===== src/rtl/battleship_board_if.sv =====
// Handshake bundle for battleship_board: placement requests, shot requests
// and the one-cycle shot-result pulse. The game driver uses the master
// modport and the board uses the slave modport.
interface battleship_board_if #(
  parameter int IDX_W = 3
);
  // Placement channel
  logic             place_valid;
  logic             place_ready;
  logic             place_board;
  logic [IDX_W-1:0] place_row;
  logic [IDX_W-1:0] place_col;

  // Shot channel
  logic             shot_valid;
  logic             shot_ready;
  logic             shot_board;
  logic [IDX_W-1:0] shot_row;
  logic [IDX_W-1:0] shot_col;

  // Shot result
  logic             result_valid;
  logic [1:0]       result_code;

  modport master (
    output place_valid, place_board, place_row, place_col,
    output shot_valid, shot_board, shot_row, shot_col,
    input  place_ready, shot_ready,
    input  result_valid, result_code
  );

  modport slave (
    input  place_valid, place_board, place_row, place_col,
    input  shot_valid, shot_board, shot_row, shot_col,
    output place_ready, shot_ready,
    output result_valid, result_code
  );
endinterface


===== src/rtl/battleship_board.sv =====
// battleship_board: game-state stage ahead of the VGA top.
// Holds the player and pc 5x5 boards as 4-bit cell codes, accepts ship
// placements during setup and shots afterwards, classifies each shot,
// keeps ship-cells-left counters and flags the winner.
// Board index 0 is the player board, index 1 is the pc board.
// Optional feature: define BATTLESHIP_SHOT_STATS_EN to add per-board
// accepted-shot counters (shots_player, shots_pc).
module battleship_board #(
  parameter int N      = 5,
  parameter int CELL_W = 4,
  parameter int IDX_W  = 3,
  parameter int CNT_W  = 5
) (
  input  logic                  clk,
  input  logic                  rst,
  battleship_board_if.slave     bus,
  output logic [CELL_W-1:0]     matriz_player_final [N][N],
  output logic [CELL_W-1:0]     matriz_pc_final     [N][N],
  output logic [CNT_W-1:0]      ships_left_player,
  output logic [CNT_W-1:0]      ships_left_pc,
  output logic                  game_over,
  output logic                  winner
`ifdef BATTLESHIP_SHOT_STATS_EN
  ,
  output logic [CNT_W-1:0]      shots_player,
  output logic [CNT_W-1:0]      shots_pc
`endif
);

  typedef enum logic [1:0] {
    IDLE   = 2'd0,
    CHECK  = 2'd1,
    UPDATE = 2'd2
  } state_t;

  typedef enum logic {
    SETUP = 1'b0,
    PLAY  = 1'b1
  } phase_t;

  localparam logic [CELL_W-1:0] CELL_EMPTY = CELL_W'(0);
  localparam logic [CELL_W-1:0] CELL_SHIP  = CELL_W'(1);
  localparam logic [CELL_W-1:0] CELL_HIT   = CELL_W'(2);
  localparam logic [CELL_W-1:0] CELL_MISS  = CELL_W'(3);

  localparam logic [1:0] RES_MISS    = 2'b00;
  localparam logic [1:0] RES_HIT     = 2'b01;
  localparam logic [1:0] RES_REPEAT  = 2'b10;
  localparam logic [1:0] RES_INVALID = 2'b11;

  localparam logic [CNT_W-1:0] CNT_FULL = CNT_W'(N * N);
  localparam logic [CNT_W-1:0] CNT_ONE  = CNT_W'(1);
  localparam logic [CNT_W-1:0] CNT_ZERO = CNT_W'(0);

  // ------------------------------------------------------------------
  // State
  // ------------------------------------------------------------------
  state_t             state_reg;
  phase_t             phase_reg;
  logic               shot_board_reg;
  logic [IDX_W-1:0]   shot_row_reg;
  logic [IDX_W-1:0]   shot_col_reg;
  logic               result_valid_reg;
  logic [1:0]         result_code_reg;
  logic               game_over_reg;
  logic               winner_reg;

  logic [CELL_W-1:0]  board_reg      [2][N][N];
  logic [CNT_W-1:0]   ships_left_reg [2];

  // ------------------------------------------------------------------
  // Combinational helpers
  // ------------------------------------------------------------------
  logic               shot_fire;
  logic               place_fire;
  logic               place_in_range;
  logic [CELL_W-1:0]  place_cell;
  logic               place_write;
  logic               shot_in_range;
  logic [CELL_W-1:0]  shot_cell;
  logic [1:0]         shot_class;
  logic               upd_hit;
  logic               upd_miss;

  logic               wr_en;
  logic               wr_board;
  logic [IDX_W-1:0]   wr_row;
  logic [IDX_W-1:0]   wr_col;
  logic [CELL_W-1:0]  wr_code;

  // Shots win over placements; placements close for good once play starts.
  assign bus.shot_ready  = (state_reg == IDLE) && !game_over_reg;
  assign bus.place_ready = (state_reg == IDLE) && (phase_reg == SETUP) && !bus.shot_valid;

  assign shot_fire  = bus.shot_valid  && bus.shot_ready;
  assign place_fire = bus.place_valid && bus.place_ready;

  // Look up the placement target; out-of-range targets never index the array.
  always_comb begin
    place_in_range = (int'(bus.place_row) < N) && (int'(bus.place_col) < N);
    place_cell     = CELL_EMPTY;
    if (place_in_range) begin
      place_cell = board_reg[bus.place_board][bus.place_row][bus.place_col];
    end
  end

  assign place_write = place_fire && place_in_range && (place_cell == CELL_EMPTY);

  // Classify the latched shot against the current cell contents.
  always_comb begin
    shot_in_range = (int'(shot_row_reg) < N) && (int'(shot_col_reg) < N);
    shot_cell     = CELL_EMPTY;
    shot_class    = RES_INVALID;
    if (shot_in_range) begin
      shot_cell = board_reg[shot_board_reg][shot_row_reg][shot_col_reg];
      if (shot_cell == CELL_SHIP) begin
        shot_class = RES_HIT;
      end else if (shot_cell == CELL_EMPTY) begin
        shot_class = RES_MISS;
      end else begin
        shot_class = RES_REPEAT;
      end
    end
  end

  assign upd_hit  = (state_reg == UPDATE) && (result_code_reg == RES_HIT);
  assign upd_miss = (state_reg == UPDATE) && (result_code_reg == RES_MISS);

  // Single board write port: placements in IDLE, shot results in UPDATE.
  always_comb begin
    wr_en    = 1'b0;
    wr_board = 1'b0;
    wr_row   = '0;
    wr_col   = '0;
    wr_code  = CELL_EMPTY;
    if (place_write) begin
      wr_en    = 1'b1;
      wr_board = bus.place_board;
      wr_row   = bus.place_row;
      wr_col   = bus.place_col;
      wr_code  = CELL_SHIP;
    end else if (upd_hit || upd_miss) begin
      wr_en    = 1'b1;
      wr_board = shot_board_reg;
      wr_row   = shot_row_reg;
      wr_col   = shot_col_reg;
      wr_code  = upd_hit ? CELL_HIT : CELL_MISS;
    end
  end

  // ------------------------------------------------------------------
  // Shot FSM with registered result and game-over flags
  // ------------------------------------------------------------------
  always_ff @(posedge clk or posedge rst) begin
    if (rst) begin
      state_reg        <= IDLE;
      phase_reg        <= SETUP;
      shot_board_reg   <= 1'b0;
      shot_row_reg     <= '0;
      shot_col_reg     <= '0;
      result_valid_reg <= 1'b0;
      result_code_reg  <= RES_MISS;
      game_over_reg    <= 1'b0;
      winner_reg       <= 1'b0;
    end else begin
      case (state_reg)
        IDLE: begin
          result_valid_reg <= 1'b0;
          if (shot_fire) begin
            shot_board_reg <= bus.shot_board;
            shot_row_reg   <= bus.shot_row;
            shot_col_reg   <= bus.shot_col;
            phase_reg      <= PLAY;
            state_reg      <= CHECK;
          end
        end
        CHECK: begin
          // Result is presented for the whole UPDATE cycle.
          result_code_reg  <= shot_class;
          result_valid_reg <= 1'b1;
          state_reg        <= UPDATE;
        end
        UPDATE: begin
          result_valid_reg <= 1'b0;
          if (upd_hit && (ships_left_reg[shot_board_reg] == CNT_ONE)) begin
            game_over_reg <= 1'b1;
            // Emptying the player board means the pc won.
            winner_reg    <= ~shot_board_reg;
          end
          state_reg <= IDLE;
        end
        default: begin
          result_valid_reg <= 1'b0;
          state_reg        <= IDLE;
        end
      endcase
    end
  end

  // Cell storage: one write per cycle, everything cleared on reset.
  always_ff @(posedge clk or posedge rst) begin
    if (rst) begin
      for (int b = 0; b < 2; b++) begin
        for (int r = 0; r < N; r++) begin
          for (int c = 0; c < N; c++) begin
            board_reg[b][r][c] <= CELL_EMPTY;
          end
        end
      end
    end else if (wr_en) begin
      board_reg[wr_board][wr_row][wr_col] <= wr_code;
    end
  end

  // Ship-cells-left counters: saturating increment, no decrement below 0.
  always_ff @(posedge clk or posedge rst) begin
    if (rst) begin
      ships_left_reg[0] <= CNT_ZERO;
      ships_left_reg[1] <= CNT_ZERO;
    end else if (place_write) begin
      if (ships_left_reg[bus.place_board] != CNT_FULL) begin
        ships_left_reg[bus.place_board] <= ships_left_reg[bus.place_board] + CNT_ONE;
      end
    end else if (upd_hit) begin
      if (ships_left_reg[shot_board_reg] != CNT_ZERO) begin
        ships_left_reg[shot_board_reg] <= ships_left_reg[shot_board_reg] - CNT_ONE;
      end
    end
  end

`ifdef BATTLESHIP_SHOT_STATS_EN
  logic [CNT_W-1:0] shots_reg [2];

  // Every accepted shot counts, including repeats and invalid targets.
  always_ff @(posedge clk or posedge rst) begin
    if (rst) begin
      shots_reg[0] <= CNT_ZERO;
      shots_reg[1] <= CNT_ZERO;
    end else if (shot_fire && (shots_reg[bus.shot_board] != {CNT_W{1'b1}})) begin
      shots_reg[bus.shot_board] <= shots_reg[bus.shot_board] + CNT_ONE;
    end
  end

  assign shots_player = shots_reg[0];
  assign shots_pc     = shots_reg[1];
`endif

  // ------------------------------------------------------------------
  // Outputs
  // ------------------------------------------------------------------
  assign bus.result_valid   = result_valid_reg;
  assign bus.result_code    = result_code_reg;
  assign ships_left_player  = ships_left_reg[0];
  assign ships_left_pc      = ships_left_reg[1];
  assign game_over          = game_over_reg;
  assign winner             = winner_reg;

  genvar gi, gj;
  generate
    for (gi = 0; gi < N; gi++) begin : g_row
      for (gj = 0; gj < N; gj++) begin : g_col
        assign matriz_player_final[gi][gj] = board_reg[0][gi][gj];
        assign matriz_pc_final[gi][gj]     = board_reg[1][gi][gj];
      end
    end
  endgenerate

endmodule


===== src/flat_wrapper.sv =====
// flat-port wrapper written by rule: the top's interface ports become plain ports
module battleship_board_flat 
#(
  parameter int N      = 5,
  parameter int CELL_W = 4,
  parameter int IDX_W  = 3,
  parameter int CNT_W  = 5
)
  (clk, rst, matriz_player_final, matriz_pc_final, ships_left_player, ships_left_pc, game_over, winner, bus_place_valid, bus_place_board, bus_place_row, bus_place_col, bus_shot_valid, bus_shot_board, bus_shot_row, bus_shot_col, bus_place_ready, bus_shot_ready, bus_result_valid, bus_result_code);
  battleship_board_if #(.IDX_W(IDX_W)) bus_i ();
  input  logic clk;
  input  logic rst;
  output logic [CELL_W-1:0] matriz_player_final[N][N];
  output logic [CELL_W-1:0] matriz_pc_final[N][N];
  output logic [CNT_W-1:0] ships_left_player;
  output logic [CNT_W-1:0] ships_left_pc;
  output logic game_over;
  output logic winner;
  input wire logic [$bits(bus_i.place_valid)-1:0] bus_place_valid;
  input wire logic [$bits(bus_i.place_board)-1:0] bus_place_board;
  input wire logic [$bits(bus_i.place_row)-1:0] bus_place_row;
  input wire logic [$bits(bus_i.place_col)-1:0] bus_place_col;
  input wire logic [$bits(bus_i.shot_valid)-1:0] bus_shot_valid;
  input wire logic [$bits(bus_i.shot_board)-1:0] bus_shot_board;
  input wire logic [$bits(bus_i.shot_row)-1:0] bus_shot_row;
  input wire logic [$bits(bus_i.shot_col)-1:0] bus_shot_col;
  output wire logic [$bits(bus_i.place_ready)-1:0] bus_place_ready;
  output wire logic [$bits(bus_i.shot_ready)-1:0] bus_shot_ready;
  output wire logic [$bits(bus_i.result_valid)-1:0] bus_result_valid;
  output wire logic [$bits(bus_i.result_code)-1:0] bus_result_code;
  assign bus_i.place_valid = bus_place_valid;
  assign bus_i.place_board = bus_place_board;
  assign bus_i.place_row = bus_place_row;
  assign bus_i.place_col = bus_place_col;
  assign bus_i.shot_valid = bus_shot_valid;
  assign bus_i.shot_board = bus_shot_board;
  assign bus_i.shot_row = bus_shot_row;
  assign bus_i.shot_col = bus_shot_col;
  assign bus_place_ready = bus_i.place_ready;
  assign bus_shot_ready = bus_i.shot_ready;
  assign bus_result_valid = bus_i.result_valid;
  assign bus_result_code = bus_i.result_code;
  battleship_board #(.N(N), .CELL_W(CELL_W), .IDX_W(IDX_W), .CNT_W(CNT_W)) u_core (.clk(clk), .rst(rst), .bus(bus_i), .matriz_player_final(matriz_player_final), .matriz_pc_final(matriz_pc_final), .ships_left_player(ships_left_player), .ships_left_pc(ships_left_pc), .game_over(game_over), .winner(winner));
endmodule

===== config.mk =====
export PLATFORM = sky130hd
export DESIGN_NAME = battleship_board_flat
export DESIGN_NICKNAME = d
export VERILOG_FILES = /design/src/rtl/battleship_board_if.sv /design/src/rtl/battleship_board.sv /design/src/flat_wrapper.sv
export SDC_FILE = /design/constraint.sdc
export NUM_CORES = 1
export LEC_CHECK = 0
export ABC_AREA = 1
export CORE_MARGIN = 2
export CORE_UTILIZATION = 41
export CTS_BUF_LIST = sky130_fd_sc_hd__clkbuf_2
export CTS_CLUSTER_DIAMETER = 60
export DETAILED_ROUTE_END_ITERATION = 6
export PLACE_DENSITY = 0.72
export SLEW_MARGIN = 20
export SYNTH_ARGS = -nofsm -noshare
export SYNTH_HDL_FRONTEND = slang
export SYNTH_SLANG_ARGS = --single-unit

===== constraint.sdc =====
create_clock -name clk -period 3.61 [get_ports clk]
set_input_delay 0.5415 -clock clk [delete_from_list [all_inputs] [get_ports clk]]
set_output_delay 0.5415 -clock clk [all_outputs]
set_load 0.02 [all_outputs]

==> results list, run 1 <==
- The flow ran to the end, and the final reports show no timing, DRC or antenna violations.
* Latest clock arrival within the worst-skew pair: ~760 ps
* Final Routed Wirelength: 26.3 mm
- The largest single stage delay on the critical path is roughly 500 ps.
- Clock Skew: around 43 ps
- Count of buffers added by post-CTS timing repair for setup: 0
- Leakage: 4.84 nW
- In this run, post-CTS hold repair placed 0 buffers.
- Worst Hold Class: in -> async
- At the worst endpoint, the required time is 4250 ps.
- The total area inside the core boundary comes to around 21000 um^2.
- Clock-pin slew on the worst setup and hold paths: between 200 and 250 ps
- Entering global routing, the biggest net connects 76 pins.
- CTS built an H-tree with a depth of 4.
- The synthesized design contains 0 enable-type register cells.
- Register area share after synthesis: between 30% and 40%
- Largest voltage drop on the vdd net: roughly 0.33 mV
- Fraction of post-synthesis cell area in the top cell type by area: a little over a third
- The worst register-to-register path begins at u_core.matriz_player_final[93].
- First-pass GRT wire length: just over 40 mm
* Achievable frequency: 367 MHz
- OpenSTA, run right after detailed placement, puts the worst setup slack at 193 ps.
- Across all setup checks in the final design, the least slack found is between 800 and 900 ps.
- At the pin with the least slew margin, the transition time is 871 ps.
- The area growth from synthesis to layout is 17.8%.
* Top-level I/O count: between 200 and 250
* Antenna Nets Post-Route: 0
* Final min period: 2720 ps
- The floorplan has 53 rows.
* Total power divided by cell area: 526 nW/um^2
- Fill cells in the final layout number roughly 2100.
* Routability congestion estimate: 0.976
* Post-route standard cell area excluding fillers: 10200 um^2
- Via count normalized by instance count: ~5.2
- Startpoint type of the worst setup path: primary input
* Slowest stage cell on the critical path: clkdlybuf4s50_1
- Vias: around 8400
- Power Total: 5.39 mW
- Global-route usage over all layers: 23.9%
* Die footprint: roughly 22000 um^2
- The longest clock path from root to sink contains 2 buffers.
- Arrival time at the worst endpoint: roughly 3400 ps
- Input and output buffers added on the ports amount to around 130.
- Dividing the final minimum period by the clock period gives between 70% and 80%.
- Count of final hold-check violations: 0
* Area of the mapped netlist: just under 9000 um^2
* Starting density of the core: between 40% and 50%
- By instance count, the cell type seen most on the critical path is nand3_1.
- The Yosys step of the flow raised 0 warnings.
* Number of storage elements in the synthesis netlist: 125
* CP Capture Type: register
- DIE HEIGHT: 150 um
* Die Wd: roughly 150 um
- Fraction of power spent switching nets: between 40% and 50%
* Highest-count cells in the layout ignoring fill and taps: 385 x nand2_1, 170 x nand3_1, 133 x clkdlybuf4s50_1, 124 x dfrtp_1, 100 x conb_1
- Combinational share of power: about half
* Clock power share: 18.3%
- CTS saw between 100 and 150 sinks.
- The setup check on the worst reg-to-reg path leaves a slack of 1020 ps.
- Along the worst path, the maximum fanout reaches 16.
- First DRT Iteration DRCs: 756
- The multi-input combinational cells in the finished layout cover a total of about 4600 um^2.
* Fraction of synthesis flops using an asynchronous set or reset pin: 100%
- Measured against its own limit, the worst slew margin works out to between 40% and 50%.
* Final Slew Violations: 0
* Commonest non-fill, non-tap cell in the layout: nand2_1
- Crit Reg-Reg Endpoint: u_core.matriz_pc_final[49]
* Number of standard cells in the layout, taps in and fillers out: approximately 1600
- Most used DFF post-synth: dfrtp_1
- Via count of the first global-routing pass: 7489
- Setup repair after global routing left no endpoint under its margin.
- Clock buffer count from CTS: 17
* Clock root buffer: clkbuf_2
* Area taken by flip-flops and latches: ~3100 um^2
- After detailed placement, the total cell area comes to roughly 10000 um^2.
- Setup violations remaining at the end of the flow were counted as 0.
- The worst setup path is of the in -> reg kind.
- Summed over all instances, the cell type with the most area after synthesis is dfrtp_1.
- Number of detailed-route iterations in the first pass: 5
- Internal power comes to between 2 and 3 mW.
- Mapped Cells: between 1000 and 1500
* Number of antenna violations at the first check in global routing: 1
- Registers are responsible for between 30% and 40% of the overall power.
- Post-cts resize count: 0
* Number of maximum-capacitance constraint violations: 0
* Post-detail-place hpwl: around 19 mm
- Routed wire per std cell: 16.3 um
* Post-detailed-route DRC marker count: 0
* Ratio of cells with drive above 1 in the final layout: under 10%
* Total global routing overflow: 0
- Net count, final: 1351
- Counting distinct cell types in the post-synthesis netlist gives 45.
- TritonCTS built the clock tree.
- Leading cell types by total area after synthesis: dfrtp_1 36%, nand2_1 17%, nand3_1 9.8%
* Accumulated negative setup slack: 0 ps
- In this run the mean area of a mapped cell was between 7 and 8 um^2.
* Post-placement cell count: 1585
- Walking the worst path, the cells encountered are clkdlybuf4s50_1 > inv_4 > buf_4 > nand3_1 > nand3_1 > nand3_1 > nand3_1 > nand2_1 > nand3_1 > nand3_2 > nand2_2 > buf_4 > nand3_1 > nand2_4 > nand3_4 > nor2_4 > nand2_1 > nand2_1 > nand2_1.
- In this run the power spent charging and discharging nets is ~2.6 mW.
- Counting cells, the worst reg-to-reg path comes to 19.
-- stage by stage --
stage                     utilization [%]  hold WS (ps)
after floorplan                         -           461
after detailed placement             47.8           481
after CTS                            49.0           314
final                                49.0           289
after global routing                 49.0           317
after global placement               47.8           475
-- kinds of logic after synthesis --
kind of cell	count (synthesis)	synth area share [%]
compound gates	145	9.43
xor+xnor	8	0.806
fa+ha+maj	4	0.576
buf+inv	246	15.9
flops	125	36.0
mux	4	0.461
other cells	1	0.0431
simple gates	677	36.8
-- area by class of cell --
| class | instances | area share (%) |
|---|---|---|
| multi-input combinational | 938 | 44.6 |
| sequential | 125 | 30.6 |
| timing repair buffer | 157 | 15.6 |
| inverter | 90 | 3.40 |
| tap | 275 | 3.36 |
| clock inverter | 15 | 1.69 |
| clock buffer | 17 | 0.831 |
| antenna | 1 | 0.0244 |
-- cells in the mapped netlist (2+ instances only) --
cell and n:
nand2_1 385, nand3_1 170, dfrtp_1 125, buf_4 109, inv_1 79, o21ai_0 75, nor2_1 56, a21oi_1 29
clkbuf_1 26, nor2_4 25, o211ai_1 18, buf_2 13, nand3_4 10, o22ai_1 7, nand2_2 6, inv_2 5
nor3_1 5, buf_1 4, buf_6 4, ha_1 4, mux2i_1 4, nand2_4 4, nand3_2 4, xnor2_1 4
xor2_1 4, clkinv_1 3, nand3b_1 3, nor2_2 3, o21ai_1 3, o31ai_1 3, a22oi_1 2, inv_4 2
nand4_1 2, o221ai_1 2, o311ai_0 2
-- power groups by stage --
stage	combinational (mW)	clock (mW)	sequential, mW
finish	2.60	0.985	1.81
global route	2.86	1.05	1.82
CTS	2.57	0.991	1.80
detailed placement	2.56	0	1.82
global placement	2.53	0	1.82
floorplan	1.70	0	1.88
-- worst max-delay path by stage --
stage | start | endpoint | slack, ps | cells after the start
final | bus_place_row[0] | u_core.matriz_pc_final[49] | 890 | 19
after global routing | bus_place_row[0] | u_core.matriz_pc_final[44] | 680 | 19
after CTS | u_core.state_reg[0] | bus_place_ready | 900 | 4
after detailed placement | bus_place_row[0] | u_core.matriz_pc_final[44] | 190 | 18
after global placement | bus_place_row[0] | u_core.matriz_pc_final[53] | 210 | 18
after floorplan | bus_shot_valid | u_core.matriz_pc_final[52] | 1090 | 11
-- metal layers --
metal / wire [um] / up-vias / track usage (%)
met5: 0 / - / 0
met3: 2260 / 62 / 4.94
met1: 11100 / 3911 / 32.2
li1: - / 3964 / -
met4: 884 / 0 / 9.05
met2: 12100 / 413 / 37.7
-- worst max-delay path: cells and delay by family --
| kind | cells | cell delay [ps] |
|---|---|---|
| AND/OR/NAND/NOR | 15 | 1770 |
| buffers and inverters | 4 | 1040 |
Note: power is estimated with default switching activity, not from simulation.
==> run 2: changes to the inputs <==
==> constraint.sdc (replaced) <==
create_clock -name clk -period 2.3 [get_ports clk]
set_input_delay 0.345 -clock clk [delete_from_list [all_inputs] [get_ports clk]]
set_output_delay 0.345 -clock clk [all_outputs]
set_load 0.02 [all_outputs]
==> results list, run 2 (synthesized netlist as in run 1, its figures left out) <==
* Top-level I/O count: about 240
- After detailed placement, the design holds a cell count of roughly 1700.
- Data on the critical path arrives at its endpoint at between 3000 and 4000 ps.
* Fraction of power spent switching nets: a little under half
- The final layout contains between 1500 and 2000 nets.
* Die footprint: between 20000 and 25000 um^2
* Failing checks: negative setup slack
* Deepest clock path buffer count: 2
- Crit path max fanout: 6
* Count of final hold-check violations: 0
* Pin slew with the least headroom to its limit: 558 ps
- First DRT Iteration DRCs: approximately 880
- The number of max-slew violations in the final report is 0.
- Number of maximum-capacitance constraint violations: 0
- Slowest cell delay on critical path: between 400 and 500 ps
* Clock power share: a little under a fifth
- Leaving out fill and tap cells, the most frequent cell in the layout is nand2_1.
* Final critical-path setup slack: -192 ps
- Entering global routing, the biggest net connects 84 pins.
- Internal Power: 5.27 mW
- Timing analysis after detailed placement gives a worst setup slack of -943 ps.
- Final min period: 2490 ps
- Once the floorplan was initialized, standard cells occupied 41.6% of the core.
- The flow ran to the end, but the final reports show violations.
- The die is between 100 and 150 um tall.
* Clk sink count: roughly 130
- The via count of the first global-routing pass came to about 8700.
* Worst hold margin: about 26 ps
- First-pass GRT wire length: between 40 and 50 mm
* Power Total: just under 10 mW
* Total global routing overflow: 0
- FP Rows: 53
* Number of antenna violations at the first check in global routing: 0
* Ratio of cells with drive above 1 in the final layout: 27.9%
* Combinational share of power: about 54%
- Global-route usage over all layers: a little over a quarter
- For this run, the top clock speed supported by timing is between 400 and 500 MHz.
- STA classifies the critical path startpoint as a register.
- Detailed placement ended at an HPWL of between 20 and 25 mm.
- Number of standard cells in the layout, taps in and fillers out: between 1500 and 2000
- Power spread over the standard cell area amounts to 769 nW/um^2.
- Switching component of the power: 4.48 mW
* Critical path, cell by cell: inv_2 > nor2_2 > nor2_1 > nand2_1 > nand2_1 > nand2_1 > nand3_2 > nand2_2 > nand3_2 > nand3_4 > nand2_8 > nand2_8 > nand2_4 > nand2_4 > nand3_4 > nor2_4 > nand2_2 > nand2_1 > nand2_1
- CP Capture Type: register
- Adding up every negative setup slack in the final design gives -15280 ps.
* Area grow syn2layout: 45.9%
- Post-detailed-route DRC marker count: 0
- For this block, the via count after detailed routing is around 9500.
- Port buffering added roughly 130 buffers.
- Summed over all layers, the routed wires come to approximately 32 mm.
- Clock buffer count from CTS: 17
- The tightest min-delay check is of the in -> async type.
* Required arrival time at the worst endpoint: a little under 3000 ps
- In the final routed layout, each cell accounts on average for around 17 um.
* Number of detailed-route iterations in the first pass: 5
- Core Box Area: 20900 um^2
- Clock latency on the worst-skew pair, taken at its later pin, is a little under 800 ps.
- Among cell families on the critical path, the largest total delay comes from simple AND/OR/NAND/NOR gates.
- Antenna fix cells: 0
- Die Wd: about 150 um
- Routability congestion estimate: 0.995
- In the layout the commonest cells are 320 x nand2_1, 178 x buf_4, 141 x nand3_1, 123 x dfrtp_1, 100 x conb_1.
- Most repeated library cell on the critical path: nand2_1
- After clock tree synthesis, the clock-pin slew on the worst setup and hold paths is roughly 240 ps.
- Leakage: 7.08 nW
- Per report_power, the sequential group accounts for 27.8% of the total.
* Clock root buffer: clkbuf_2
- Setup repair after global routing could not meet its margin everywhere.
* Final setup fails: 110
- Post-route clock period utilization: 108%
- Clock skew on the completed layout was measured at 57.1 ps.
- Startpoint-to-endpoint class of the critical path: reg -> reg
- Headroom to the max-slew limit came out at 62.8%.
* Clock tree from TritonCTS: yes
- For this design, the slowest cell found on the critical path is dfrtp_1.
* Crit path buffers/inverters: 1
- In this run the remaining antenna-violating nets after routing total 0.
- Count of hold buffers inserted by post-cts repair: 0
- Via count normalized by instance count: between 5 and 6
* Max H-tree Level: 4
- Largest voltage drop on the vdd net: 0.405 mV
run 2: timing repair:
action,CTS,global route
endpoints found under the setup margin,106,166
cloned,2,7
pin swaps,32,81
setup buffers,5,19
gates resized for setup,88,168
run 2: worst paths after layout:
kind,slack [ps],depth (start not counted),from,endpoint
max,-190,19,u_core.matriz_player_final[96],u_core.matriz_player_final[57]
min,30,3,rst,u_core.ships_left_player[1]
max reg2reg,-190,19,u_core.matriz_player_final[96],u_core.matriz_player_final[57]
min reg2reg,520,2,u_core.game_over,u_core.game_over
max in group asynchronous,1770,3,rst,u_core.matriz_pc_final[16]
min in group clk,180,3,bus_shot_board,u_core.shot_board_reg
run 2: power groups by stage:
stage / registers, mW / logic (mW) / clock network, mW
finish: 2.71 / 5.27 / 1.77
global route: 2.75 / 5.64 / 1.88
CTS: 2.71 / 4.84 / 1.78
detailed placement: 2.74 / 4.70 / 0
global placement: 2.74 / 4.64 / 0
floorplan: 2.95 / 2.67 / 0
run 2: area by class of cell:
class	instances	area (um^2)
fillers	1826	8210
multi-input cells	939	5130
repair buffers	348	3410
flip-flops and latches	125	3130
inverters	90	364
well taps	275	344
clock inverters	15	218
clock buffers	17	85.1
run 2: stage by stage:
| step | cell area (um^2) | utilization, % |
|---|---|---|
| finish | 12700 | 60.7 |
| global route | 12700 | 60.7 |
| CTS | 11900 | 57.0 |
| detailed placement | 11200 | 53.8 |
| global placement | 11200 | 53.8 |
| floorplan | 9080 | - |
run 2: tightest hold or removal path: cells and delay by family:
family | cells | cell delay (ps)
buffers and inverters | 3 | 930
run 2: layer usage:
metal  GRT usage (%)  vias to the layer above  share of wire [%]
met5               0                        -                  0
met4            12.5                        0                4.3
met3            5.37                      126                 10
met2            42.9                      594                 47
met1            35.8                     4439                 39
li1                -                     4373                  -
